File: src/rtl/tpu_pkg.sv
// Shared definitions for the TPU datapath: activation format, skew-feeder FSM
// states and a small sizing helper.
package tpu_pkg;

    localparam int DEFAULT_DATA_WIDTH = 16;

    // Signed Q8.8 activation, identical to the format the PEs consume.
    typedef logic signed [DEFAULT_DATA_WIDTH-1:0] fxp_t;

    typedef enum logic [1:0] {
        IDLE   = 2'd0,
        STREAM = 2'd1,
        DRAIN  = 2'd2
    } skew_state_e;

    // Counter width that still yields one bit when only a single value is needed.
    function automatic int cnt_width(input int rows);
        return (rows > 1) ? $clog2(rows) : 1;
    endfunction

endpackage

File: src/rtl/delay_line.sv
// Fixed-depth shift register carrying a data word plus a valid bit; shifts only
// when enabled so the whole wavefront freezes together.
module delay_line #(
    parameter int DEPTH = 1,
    parameter int WIDTH = 16
) (
    input  logic             clk,
    input  logic             rst,
    input  logic             en,
    input  logic [WIDTH-1:0] in_data,
    input  logic             in_valid,
    output logic [WIDTH-1:0] out_data,
    output logic             out_valid
);

    logic [DEPTH-1:0][WIDTH-1:0] data_q;
    logic [DEPTH-1:0]            valid_q;

    // NOTE: every stage is reset (not just the valid bits) because a reset in
    // mid-stream must present zero data to the array immediately.
    always_ff @(posedge clk or negedge rst) begin
        if (!rst) begin
            data_q  <= '0;
            valid_q <= '0;
        end else if (en) begin
            // NOTE: non-blocking assignments let each stage sample the old
            // value of its neighbour, which is what makes this a shift.
            data_q[0]  <= in_data;
            valid_q[0] <= in_valid;
            for (int i = 1; i < DEPTH; i++) begin
                data_q[i]  <= data_q[i-1];
                valid_q[i] <= valid_q[i-1];
            end
        end
    end

    assign out_data  = data_q[DEPTH-1];
    assign out_valid = valid_q[DEPTH-1];

endmodule

File: src/rtl/systolic_input_skew.sv
// Systolic-array input feeder: accepts one activation vector per cycle and skews
// lane r by r cycles, then flushes zero bubbles and pulses done.
module systolic_input_skew
    import tpu_pkg::*;
#(
    parameter int DATA_WIDTH = DEFAULT_DATA_WIDTH,
    parameter int ROWS       = 4
) (
    input  logic                       clk,
    input  logic                       rst,
    input  logic                       advance,
    input  logic                       in_valid,
    output logic                       in_ready,
    input  logic [ROWS*DATA_WIDTH-1:0] in_data,
    input  logic                       in_last,
    output logic [ROWS*DATA_WIDTH-1:0] out_data,
    output logic [ROWS-1:0]            out_valid,
    output logic                       busy,
    output logic                       done
);

    localparam int             CNT_W    = cnt_width(ROWS);
    localparam logic [CNT_W-1:0] CNT_LAST = CNT_W'((ROWS > 1) ? ROWS - 2 : 0);

    skew_state_e state, state_next;
    logic [CNT_W-1:0] cnt, cnt_next;
    logic             done_next;
    logic             accept;
    logic [ROWS*DATA_WIDTH-1:0] lane_in;

    assign in_ready = rst && advance && (state != DRAIN);
    assign accept   = in_valid && in_ready;
    // Bubbles must be zero so they contribute nothing to the PE accumulators.
    assign lane_in  = accept ? in_data : '0;

    // NOTE: defaults first so every path assigns every output and no latch
    // is inferred.
    always_comb begin
        state_next = state;
        cnt_next   = cnt;
        done_next  = 1'b0;
        if (advance) begin
            case (state)
                IDLE, STREAM: begin
                    if (accept) begin
                        if (!in_last) begin
                            state_next = STREAM;
                        end else if (ROWS > 1) begin
                            state_next = DRAIN;
                            cnt_next   = '0;
                        end else begin
                            state_next = IDLE;
                            done_next  = 1'b1;
                        end
                    end
                end
                DRAIN: begin
                    // The final advance of the drain pushes the last lane out.
                    if (cnt == CNT_LAST) begin
                        state_next = IDLE;
                        done_next  = 1'b1;
                    end else begin
                        cnt_next = cnt + CNT_W'(1);
                    end
                end
                default: state_next = IDLE;
            endcase
        end
    end

    always_ff @(posedge clk or negedge rst) begin
        if (!rst) begin
            state <= IDLE;
            cnt   <= '0;
            done  <= 1'b0;
            busy  <= 1'b0;
        end else begin
            state <= state_next;
            cnt   <= cnt_next;
            done  <= done_next;
            busy  <= (state_next != IDLE);
        end
    end

    for (genvar r = 0; r < ROWS; r++) begin : g_lane
        delay_line #(
            .DEPTH (r + 1),
            .WIDTH (DATA_WIDTH)
        ) u_lane (
            .clk       (clk),
            .rst       (rst),
            .en        (advance),
            .in_data   (lane_in[r*DATA_WIDTH +: DATA_WIDTH]),
            .in_valid  (accept),
            .out_data  (out_data[r*DATA_WIDTH +: DATA_WIDTH]),
            .out_valid (out_valid[r])
        );
    end

endmodule
File: config.mk
export PLATFORM = sky130hd
export DESIGN_NAME = systolic_input_skew
export DESIGN_NICKNAME = d
export VERILOG_FILES = /design/src/rtl/tpu_pkg.sv /design/src/rtl/delay_line.sv /design/src/rtl/systolic_input_skew.sv
export SDC_FILE = /design/constraint.sdc
export NUM_CORES = 1
export LEC_CHECK = 0
export BUFFER_PORTS_ARGS = -buffer_cell sky130_fd_sc_hd__clkbuf_2
export CAP_MARGIN = 20
export CORE_UTILIZATION = 40
export DETAILED_ROUTE_END_ITERATION = 8
export GPL_TIMING_DRIVEN = 0
export REMOVE_ABC_BUFFERS = 1
export SLEW_MARGIN = 20
export SYNTH_ARGS = -nofsm -noshare
export SYNTH_HDL_FRONTEND = slang
export SYNTH_SLANG_ARGS = --single-unit
File: constraint.sdc
create_clock -name clk -period 1.2 [get_ports clk]
set_input_delay 0.12 -clock clk [delete_from_list [all_inputs] [get_ports clk]]
set_output_delay 0.12 -clock clk [all_outputs]
set_load 0.02 [all_outputs]
==> results of run 1 <==
==> cells in the final DEF, fill, tap and decap left out, drive strengths merged <==
| cell type | instances |
|---|---|
| dfrtp | 170 |
| clkbuf | 158 |
| mux2 | 99 |
| a22o | 66 |
| dlygate4sd3 | 64 |
| buf | 22 |
| clkinvlp | 5 |
| inv | 5 |
| bufinv | 4 |
| o21ai | 4 |
| nor2 | 3 |
| and3 | 2 |
| a31oi | 2 |
| nor2b | 1 |
| nand2 | 1 |
| nand3 | 1 |
| o21a | 1 |
| or2 | 1 |
| a41oi | 1 |
| nor3b | 1 |
| a21o | 1 |
| nand2b | 1 |
| o31ai | 1 |
| ha | 1 |
| clkinv | 1 |
==> cell families after synthesis <==
| family | after synthesis | synth area share |
|---|---|---|
| flops | 170 | 0.637 |
| buf+inv | 81 | 0.0875 |
| mux | 99 | 0.167 |
| simple gates | 10 | 0.0105 |
| compound gates | 76 | 0.0961 |
| fa+ha+maj | 1 | 0.00187 |
==> power by group <==
| part | internal (mW) | switching, mW | leakage (nW) |
|---|---|---|---|
| sequential | 6.47 | 0.390 | 2.31 |
| combinational | 1.48 | 1.43 | 1.91 |
| clock | 3.55 | 2.26 | 0.293 |
| total | 11.5 | 4.08 | 4.51 |
==> path summary, 6_finish.rpt <==
| path | cells after the start | slack, ns | end |
|---|---|---|---|
| hold / removal | 1 | -0.38 | busy$_DFF_PN0_ |
| min in group clk | 3 | 0.08 | state[1]$_DFF_PN0_ |
| max in group asynchronous | 2 | 0.80 | g_lane[0].u_lane.out_data[9]$_DFFE_PN0P_ |
| setup / recovery | 5 | -0.15 | g_lane[2].u_lane.data_q[0]$_DFFE_PN0P_ |
| setup reg to reg | 5 | -0.15 | g_lane[2].u_lane.data_q[0]$_DFFE_PN0P_ |
| hold reg to reg | 1 | 0.50 | g_lane[3].u_lane.data_q[39]$_DFFE_PN0P_ |
==> metal layers <==
metal | vias to the layer above | wire [µm] | GRT usage
met5 | - | 0 | 0
met1 | 2099 | 6290 | 0.211
met2 | 90 | 7100 | 0.285
met3 | 15 | 559 | 0.0448
met4 | 0 | 198 | 0.0595
li1 | 1856 | - | -
==> registers in the layout, summed over array words and instances (netlist names) <==
signal / flops
cnt: 2
g_lane.u_lane.valid_q: 4
g_lane.u_lane.out_data: 64
done: 1
state: 2
g_lane.u_lane.data_q: 96
busy: 1
==> worst register-to-register path: cells and delay by family (launching register included) <==
family	cells	cell delay [ns]
AO/OA/AOI/OAI	1	0.18
buffers and inverters	2	0.35
flip-flops	1	0.43
AND/OR/NAND/NOR	2	0.27
==> layout make-up <==
class | count | area (µm²) | area share
flip-flops and latches | 170 | 4260 | 0.483
repair buffers | 226 | 1780 | 0.202
clock inverters | 13 | 191 | 0.0217
well taps | 216 | 270 | 0.0307
multi-input cells | 187 | 1870 | 0.212
inverters | 2 | 15.0 | 0.00170
clock buffers | 18 | 439 | 0.0498
==> repair_timing <==
action,in CTS,in global routing
gates cloned,5,3
setup endpoints to repair,71,64
pin swaps,6,4
hold endpoints to repair,142,78
resized for setup,17,12
buffers inserted,11,4
==> stage by stage <==
step	hold WS [ns]	utilization	cells	total power [mW]
5_1_grt	-0.372	0.547	832	16.3
2_1_floorplan	-0.176	-	358	8.22
4_1_cts	-0.371	0.542	828	15.7
3_5_place_dp	0.198	0.447	717	9.21
6_report	-0.381	0.547	832	15.6
3_3_place_gp	0.337	0.439	713	9.05
==> flow_metrics.env, run 1 <==
export IMPL_crit_path_cell_trace="nor2b_4, nor2_4, buf_12, clkbuf_16, a22o_1"
export IMPL_rsz0062_at_grt="yes"
export IMPL_drc=0
export IMPL_antenna_found_initial=0
export IMPL_yosysSeqAreaShare=0.637
export IMPL_grt_ovfl_total=0
export IMPL_wirelength_mm=14.1
export IMPL_die_area_mm2=0.0172
export IMPL_crit_type="reg -> reg"
export IMPL_drtPass1Iterations=4
export IMPL_ys_top_cells_by_area="dfrtp_1, mux2_2, a22o_1"
export IMPL_synth_flop_cell="dfrtp_1"
export IMPL_vias_per_cell=4.88
export IMPL_core_mm2=0.0161
export IMPL_start_util=0.414
export IMPL_synth_edf_count=0
export IMPL_tns_ns=-7.11
export IMPL_hold_class="in -> async"
export IMPL_grt_max_degree=93
export IMPL_p_leak_nw=4.51
export IMPL_yosys_area_top_type="dfrtp_1"
export IMPL_clkSinkCount=170
export IMPL_htreeDepth=4
export IMPL_dpl_hpwl_mm=7.61
export IMPL_ant_nets=0
export IMPL_cts_buffers=17
export IMPL_crit_fanout=6
export IMPL_critPathArrivalTime_ns=1.65
export IMPL_fin_hold_ws_ns=-0.381
export IMPL_fp_dieH_um=131
export IMPL_vdd_drop_max_v=0.000983
export IMPL_slowest_delay_ns=0.43
export IMPL_cts_buffer_depth=2
export IMPL_clkSlewWorstSetupHoldPaths_ns=0.07
export IMPL_grt_util_all_layers=0.170
export IMPL_gp_congestion=0.696
export IMPL_syn_to_final_growth_pct=32.0
export IMPL_status="finished, violations left"
export IMPL_slew_headroom=0.687
export IMPL_setup_ws_ns=-0.154
export IMPL_nets=674
export IMPL_setup_viol=67
export IMPL_crit_path_top_delay_cell="dfrtp_2"
export IMPL_synth_cell_type_count=25
export IMPL_num_io_pins=140
export IMPL_tightest_slew_ns=0.469
export IMPL_r2r_start="state[0]$_DFF_PN0_"
export IMPL_end_kind="flop"
export IMPL_fp_row_count=46
export IMPL_drtIter0Drc=141
export IMPL_yosysMostFrequentCell="dfrtp_1"
export IMPL_finalHoldViolations=78
export IMPL_post_route_period_util=1.13
export IMPL_cp_num_buf_inv=2
export IMPL_finalCriticalPeriod_ns=1.35
export IMPL_stdcell_area_mm2=0.00882
export IMPL_slew_viol_final=0
export IMPL_netlist_instances=437
export IMPL_clock_skew_ns=0.00760
export IMPL_maxCapViolCount=0
export IMPL_fmax_mhz=738
export IMPL_grt_pass1_vias=4427
export IMPL_wl_per_cell_um=17.0
export IMPL_placed_cell_area_mm2=0.00720
export IMPL_synth_ff_latch_count=170
export IMPL_clk_latency_ns=0.41
export IMPL_crit_required_ns=1.50
export IMPL_grt_pass1_wl_mm=22.9
export IMPL_vias=4060
export IMPL_power_density_mw_per_mm2=1770
export IMPL_synth_avg_cell_area_um2=15.3
export IMPL_dp_slack_ns=-0.907
export IMPL_cts_hold_fix_buffers=64
export IMPL_synth_async_reset_ratio=1.00
export IMPL_synthesis_area_mm2=0.00668
export IMPL_synth_common_cells="dfrtp_1, mux2_2, a22o_1, buf_4, buf_2"
export IMPL_cts_tree="built"
export IMPL_violations="negative hold slack, negative setup slack"
export IMPL_num_fill_cells=1337
export IMPL_synth_top_area_frac=0.637
export IMPL_port_buffers=139
export IMPL_insertedDiodeCount=0
export IMPL_die_x_um=131
export IMPL_startpoint="state[0]$_DFF_PN0_"
export IMPL_yosys_warnings=0
export IMPL_root_buffer="clkbuf_16"
export IMPL_startpoint_type="flop"
export IMPL_cpLargestDelayFamily="flip-flops"
export IMPL_drive_gt1_frac=0.492
No activity file was read; power rests on OpenSTA's default activity.
==> inputs of run 2 (changes only) <==
--- a/config.mk
+++ b/config.mk
@@ -8,9 +8,9 @@
 export BUFFER_PORTS_ARGS = -buffer_cell sky130_fd_sc_hd__clkbuf_2
 export CAP_MARGIN = 20
 export CORE_UTILIZATION = 40
+export CTS_BUF_LIST = sky130_fd_sc_hd__clkbuf_8
 export DETAILED_ROUTE_END_ITERATION = 8
 export GPL_TIMING_DRIVEN = 0
-export REMOVE_ABC_BUFFERS = 1
 export SLEW_MARGIN = 20
 export SYNTH_ARGS = -nofsm -noshare
 export SYNTH_HDL_FRONTEND = slang
==> flow_metrics.env, run 2 (synthesis gave the netlist of run 1 again) <==
export IMPL_fp_dieH_um=131
export IMPL_vias=4135
export IMPL_core_mm2=0.0161
export IMPL_gp_congestion=0.704
export IMPL_drtIter0Drc=171
export IMPL_clkSinkCount=170
export IMPL_final_common_cell="dfrtp_1"
export IMPL_grt_max_degree=90
export IMPL_root_buffer="clkbuf_8"
export IMPL_clock_skew_ns=0.0124
export IMPL_clkSlewWorstSetupHoldPaths_ns=0.08
export IMPL_dpl_hpwl_mm=9.07
export IMPL_grt_pass1_vias=4499
export IMPL_startpoint_type="flop"
export IMPL_cts_tree="built"
export IMPL_port_buffers=138
export IMPL_maxCapViolCount=0
export IMPL_slowest_delay_ns=0.42
export IMPL_power_density_mw_per_mm2=1640
export IMPL_p_leak_nw=4.72
export IMPL_finalHoldViolations=123
export IMPL_setup_ws_ns=-0.204
export IMPL_instances_no_fill=864
export IMPL_regMostFlops="g_lane.u_lane.data_q"
export IMPL_vdd_drop_max_v=0.000839
export IMPL_tightest_slew_ns=0.628
export IMPL_crit_required_ns=1.08
export IMPL_syn_nets=507
export IMPL_finalCriticalPeriod_ns=1.40
export IMPL_die_area_mm2=0.0172
export IMPL_startpoint="state[1]$_DFF_PN0_"
export IMPL_r2r_start="state[1]$_DFF_PN0_"
export IMPL_die_x_um=131
export IMPL_cts_buffer_depth=2
export IMPL_cts_hold_fix_buffers=65
export IMPL_start_util=0.414
export IMPL_vias_per_cell=4.79
export IMPL_crit_path_top_delay_cell="dfrtp_2"
export IMPL_end_kind="output pin"
export IMPL_drive_gt1_frac=0.509
export IMPL_wirelength_mm=14.7
export IMPL_htreeDepth=4
export IMPL_num_fill_cells=1309
export IMPL_violations="negative hold slack, negative setup slack"
export IMPL_reg2reg_depth=6
export IMPL_reg2reg_setup_slack_ns=-0.18
export IMPL_fin_hold_ws_ns=-0.447
export IMPL_post_route_period_util=1.17
export IMPL_drtPass1Iterations=6
export IMPL_nets=706
export IMPL_syn_to_final_growth_pct=39.9
export IMPL_crit_fanout=3
export IMPL_hold_class="in -> async"
export IMPL_ant_nets=0
export IMPL_grt_pass1_wl_mm=24.2
export IMPL_largest_reg_flops=96
export IMPL_status="finished, violations left"
export IMPL_num_io_pins=140
export IMPL_placed_cell_area_mm2=0.00768
export IMPL_reg2reg_to="g_lane[1].u_lane.data_q[15]$_DFFE_PN0P_"
export IMPL_clk_latency_ns=0.46
export IMPL_antenna_found_initial=0
export IMPL_setup_viol=70
export IMPL_grt_ovfl_total=0
export IMPL_drc=0
export IMPL_wl_per_cell_um=17.0
export IMPL_slew_viol_final=0
export IMPL_layout_common_cells="dfrtp_1, mux2_2, clkbuf_2"
export IMPL_grt_util_all_layers=0.184
export IMPL_crit_type="reg -> out"
export IMPL_critPathArrivalTime_ns=1.28
export IMPL_crit_end="in_ready"
export IMPL_rsz0062_at_grt="yes"
export IMPL_fmax_mhz=712
export IMPL_cts_buffers=17
export IMPL_fp_row_count=46
export IMPL_slew_headroom=0.582
export IMPL_stdcell_area_mm2=0.00934
export IMPL_crit_path_cell_trace="nor2b_4, nor2_2, clkbuf_8"
export IMPL_placedCellCount=792
export IMPL_dp_slack_ns=-0.763
export IMPL_insertedDiodeCount=0
run 2: cell count changes in the layout (fill, tap and decap cells not counted), sizes merged:
cell / before / now
buf: 22 / 51
inv: 5 / 3
nor2: 3 / 2
bufinv: 4 / 7
clkinv: 1 / 4
clkbuf: 158 / 161
dlygate4sd3: 64 / 65
clkinvlp: 5 / 1
run 2: worst min-delay path by stage:
stage	endpoint	slack [ns]	depth (start not counted)
after global routing	g_lane[2].u_lane.out_data[4]$_DFFE_PN0P_	-0.43	1
after CTS	g_lane[2].u_lane.out_data[4]$_DFFE_PN0P_	-0.42	1
after detailed placement	g_lane[2].u_lane.out_data[4]$_DFFE_PN0P_	0.20	1
after global placement	g_lane[3].u_lane.data_q[4]$_DFFE_PN0P_	0.34	2
final	g_lane[2].u_lane.out_data[4]$_DFFE_PN0P_	-0.45	1
after floorplan	busy$_DFF_PN0_	-0.18	0
run 2: per-stage QoR:
stage                     power (mW)  TNS [ns]  utilization
after floorplan                 8.72   -0.0180            -
after global placement          9.52   -746.12        0.474
after detailed placement        9.65    -36.36        0.477
after CTS                       15.4     -5.92        0.583
after global routing            16.0    -14.42        0.580
final                           15.4    -10.26        0.580
run 2: routing by layer:
metal,GRT usage,routed length [µm]
met1,0.236,6510
met2,0.299,7360
met3,0.0448,571
met4,0.0699,242
met5,0,0
run 2: repair_timing:
action,CTS,global route
setup endpoints to repair,120,76
gates resized for setup,130,9
hold endpoints to repair,147,82
buffers inserted,23,6
pin swaps,9,9
gates cloned,7,0
run 2: cell type report:
| cell class | instances | area (µm²) | area share |
|---|---|---|---|
| Clock buffer | 18 | 248 | 0.0265 |
| Buffer | 25 | 208 | 0.0222 |
| Multi-Input combinational cell | 186 | 1890 | 0.202 |
| Inverter | 2 | 7.51 | 0.000804 |
| Timing Repair Buffer | 234 | 2210 | 0.237 |
| Clock inverter | 13 | 249 | 0.0267 |
| Tap cell | 216 | 270 | 0.0289 |
| Sequential cell | 170 | 4260 | 0.456 |
run 2: power by group:
part	internal, mW	switching (mW)
combinational	2.01	1.49
sequential	6.46	0.440
clock	2.93	2.03
run 2: worst max-delay path: cells and delay by family (launching register included):
kind                   cells  cell delay (ns)
DFF                        1             0.42
and+or+nand+nor            2             0.25
buffers and inverters      1             0.16
==> inputs of run 3 (changes only) <==
==> constraint.sdc (replaced) <==
create_clock -name clk -period 1.26 [get_ports clk]
set_input_delay 0.126 -clock clk [delete_from_list [all_inputs] [get_ports clk]]
set_output_delay 0.126 -clock clk [all_outputs]
set_load 0.02 [all_outputs]
==> flow_metrics.env, run 3 (synthesis gave the netlist of run 1 again) <==
export IMPL_startpoint_type="flop"
export IMPL_crit_type="reg -> reg"
export IMPL_num_fill_cells=1326
export IMPL_port_buffers=138
export IMPL_reg2reg_setup_slack_ns=-0.09
export IMPL_fp_row_count=46
export IMPL_vdd_drop_max_v=0.000658
export IMPL_ant_nets=0
export IMPL_clkSlewWorstSetupHoldPaths_ns=0.09
export IMPL_vias=4126
export IMPL_insertedDiodeCount=0
export IMPL_fmax_mhz=739
export IMPL_drive_gt1_frac=0.505
export IMPL_final_core_util=0.567
export IMPL_wirelength_mm=14.4
export IMPL_intPower_mw=10.2
export IMPL_root_buffer="clkbuf_8"
export IMPL_critPathArrivalTime_ns=1.69
export IMPL_p_leak_nw=4.64
export IMPL_power_density_mw_per_mm2=1530
export IMPL_dpl_hpwl_mm=8.89
export IMPL_grt_ovfl_total=0
export IMPL_finalHoldViolations=161
export IMPL_crit_fanout=10
export IMPL_antenna_found_initial=0
export IMPL_clk_latency_ns=0.46
export IMPL_hold_class="in -> async"
export IMPL_rsz0062_at_grt="yes"
export IMPL_layout_common_cells="dfrtp_1, mux2_2, clkbuf_2"
export IMPL_start_util=0.414
export IMPL_cts_buffers=17
export IMPL_final_common_cell="dfrtp_1"
export IMPL_vias_per_cell=4.79
export IMPL_maxCapViolCount=0
export IMPL_core_mm2=0.0161
export IMPL_drtIter0Drc=135
export IMPL_cts_buffer_depth=2
export IMPL_syn_to_final_growth_pct=36.9
export IMPL_clkPwrFrac=0.305
export IMPL_finalCriticalPeriod_ns=1.35
export IMPL_p_sw_frac=0.272
export IMPL_die_area_mm2=0.0172
export IMPL_clkSinkCount=170
export IMPL_nets=703
export IMPL_fin_hold_ws_ns=-0.456
export IMPL_htreeDepth=4
export IMPL_grt_pass1_vias=4544
export IMPL_setup_ws_ns=-0.0933
export IMPL_grt_pass1_wl_mm=23.7
export IMPL_setup_viol=48
export IMPL_grt_max_degree=90
export IMPL_clock_skew_ns=0.00942
export IMPL_slew_headroom=0.618
export IMPL_status="finished, violations left"
export IMPL_slew_viol_final=0
export IMPL_cts_tree="built"
export IMPL_largest_reg_flops=96
export IMPL_fp_dieH_um=131
export IMPL_syn_nets=507
export IMPL_post_route_period_util=1.07
export IMPL_seqPwrFrac=0.471
export IMPL_drtPass1Iterations=4
export IMPL_wl_per_cell_um=16.7
export IMPL_drc=0
export IMPL_end_kind="flop"
export IMPL_violations="negative hold slack, negative setup slack"
export IMPL_crit_required_ns=1.60
export IMPL_comb_power_share=0.224
export IMPL_tightest_slew_ns=0.573
export IMPL_regMostFlops="g_lane.u_lane.data_q"
export IMPL_gp_congestion=0.727
export IMPL_grt_util_all_layers=0.178
export IMPL_num_io_pins=140
export IMPL_p_sw_mw=3.80
export IMPL_die_x_um=131
==> run 3: changes by cell type in the layout (fill, tap and decap cells not counted), moves of 2 or more <==
cell        previous run  this run
buf_4                 25        31
bufinv_16              7         4
clkinvlp_4             1         4
buf_12                 6         1
inv_6                  0         2
clkbuf_8              71        66
clkinv_4               2         0
buf_16                 3         1
==> run 3: worst paths after layout <==
kind,start,endpoint,cells after the start
min,rst,g_lane[1].u_lane.out_data[4]$_DFFE_PN0P_,1
max,state[0]$_DFF_PN0_,g_lane[1].u_lane.data_q[11]$_DFFE_PN0P_,6
max in group asynchronous,rst,g_lane[3].u_lane.out_data[9]$_DFFE_PN0P_,3
min reg2reg,g_lane[3].u_lane.data_q[38]$_DFFE_PN0P_,g_lane[3].u_lane.out_data[6]$_DFFE_PN0P_,1
min in group clk,in_last,state[1]$_DFF_PN0_,3
max reg2reg,state[0]$_DFF_PN0_,g_lane[1].u_lane.data_q[11]$_DFFE_PN0P_,6
==> run 3: repair_timing <==
item                                   4_1_cts  5_1_grt
gates resized for setup                    109       11
setup endpoints to repair                  121       72
hold buffers                                64        2
pin swaps                                    5        3
endpoints found under the hold margin      191      128
setup buffers                               20        3
cloned                                       1        1
==> run 3: through the flow <==
stage | total power [mW] | setup slack (ns) | std cells | cell area [µm²] | TNS (ns)
6_report | 14.0 | -0.0933 | 862 | 9140 | -3.30
5_1_grt | 14.6 | -0.145 | 862 | 9140 | -5.64
4_1_cts | 14.0 | -0.156 | 861 | 9110 | -2.27
3_5_place_dp | 9.18 | -0.939 | 792 | 7680 | -61.08
3_3_place_gp | 9.06 | -3.40 | 791 | 7640 | -721.63
2_1_floorplan | 8.30 | 0.0225 | 437 | 6680 | 0
==> run 3: worst max-delay path, stage by stage (launching register included) <==
cell and delay (ns):
dfrtp_2 0.44, nor2b_4 0.15, buf_4 0.14, nor2_4 0.05, buf_8 0.15, buf_8 0.14, a22o_1 0.18
==> run 3: power groups by stage <==
stage | Combinational, mW | Clock [mW] | Sequential (mW)
floorplan | 1.70 | 0 | 6.61
global placement | 2.47 | 0 | 6.60
detailed placement | 2.54 | 0 | 6.64
CTS | 3.10 | 4.37 | 6.57
global route | 3.36 | 4.60 | 6.66
finish | 3.13 | 4.26 | 6.57
==> run 3: routing by layer <==
metal	wire [µm]	global-route usage	vias to the layer above
li1	-	-	1905
met1	6320	0.224	2100
met2	7300	0.295	104
met3	557	0.0463	17
met4	195	0.0608	0
met5	0	0	-
==> run 3: layout make-up <==
cell class / instances / area (µm²) / share of cell area
Clock buffer: 18 / 248 / 0.0271
Buffer: 26 / 203 / 0.0222
Sequential cell: 170 / 4260 / 0.466
Tap cell: 216 / 270 / 0.0296
Clock inverter: 14 / 194 / 0.0212
Inverter: 2 / 7.51 / 0.000821
Timing Repair Buffer: 230 / 2090 / 0.229
Multi-Input combinational cell: 186 / 1870 / 0.204
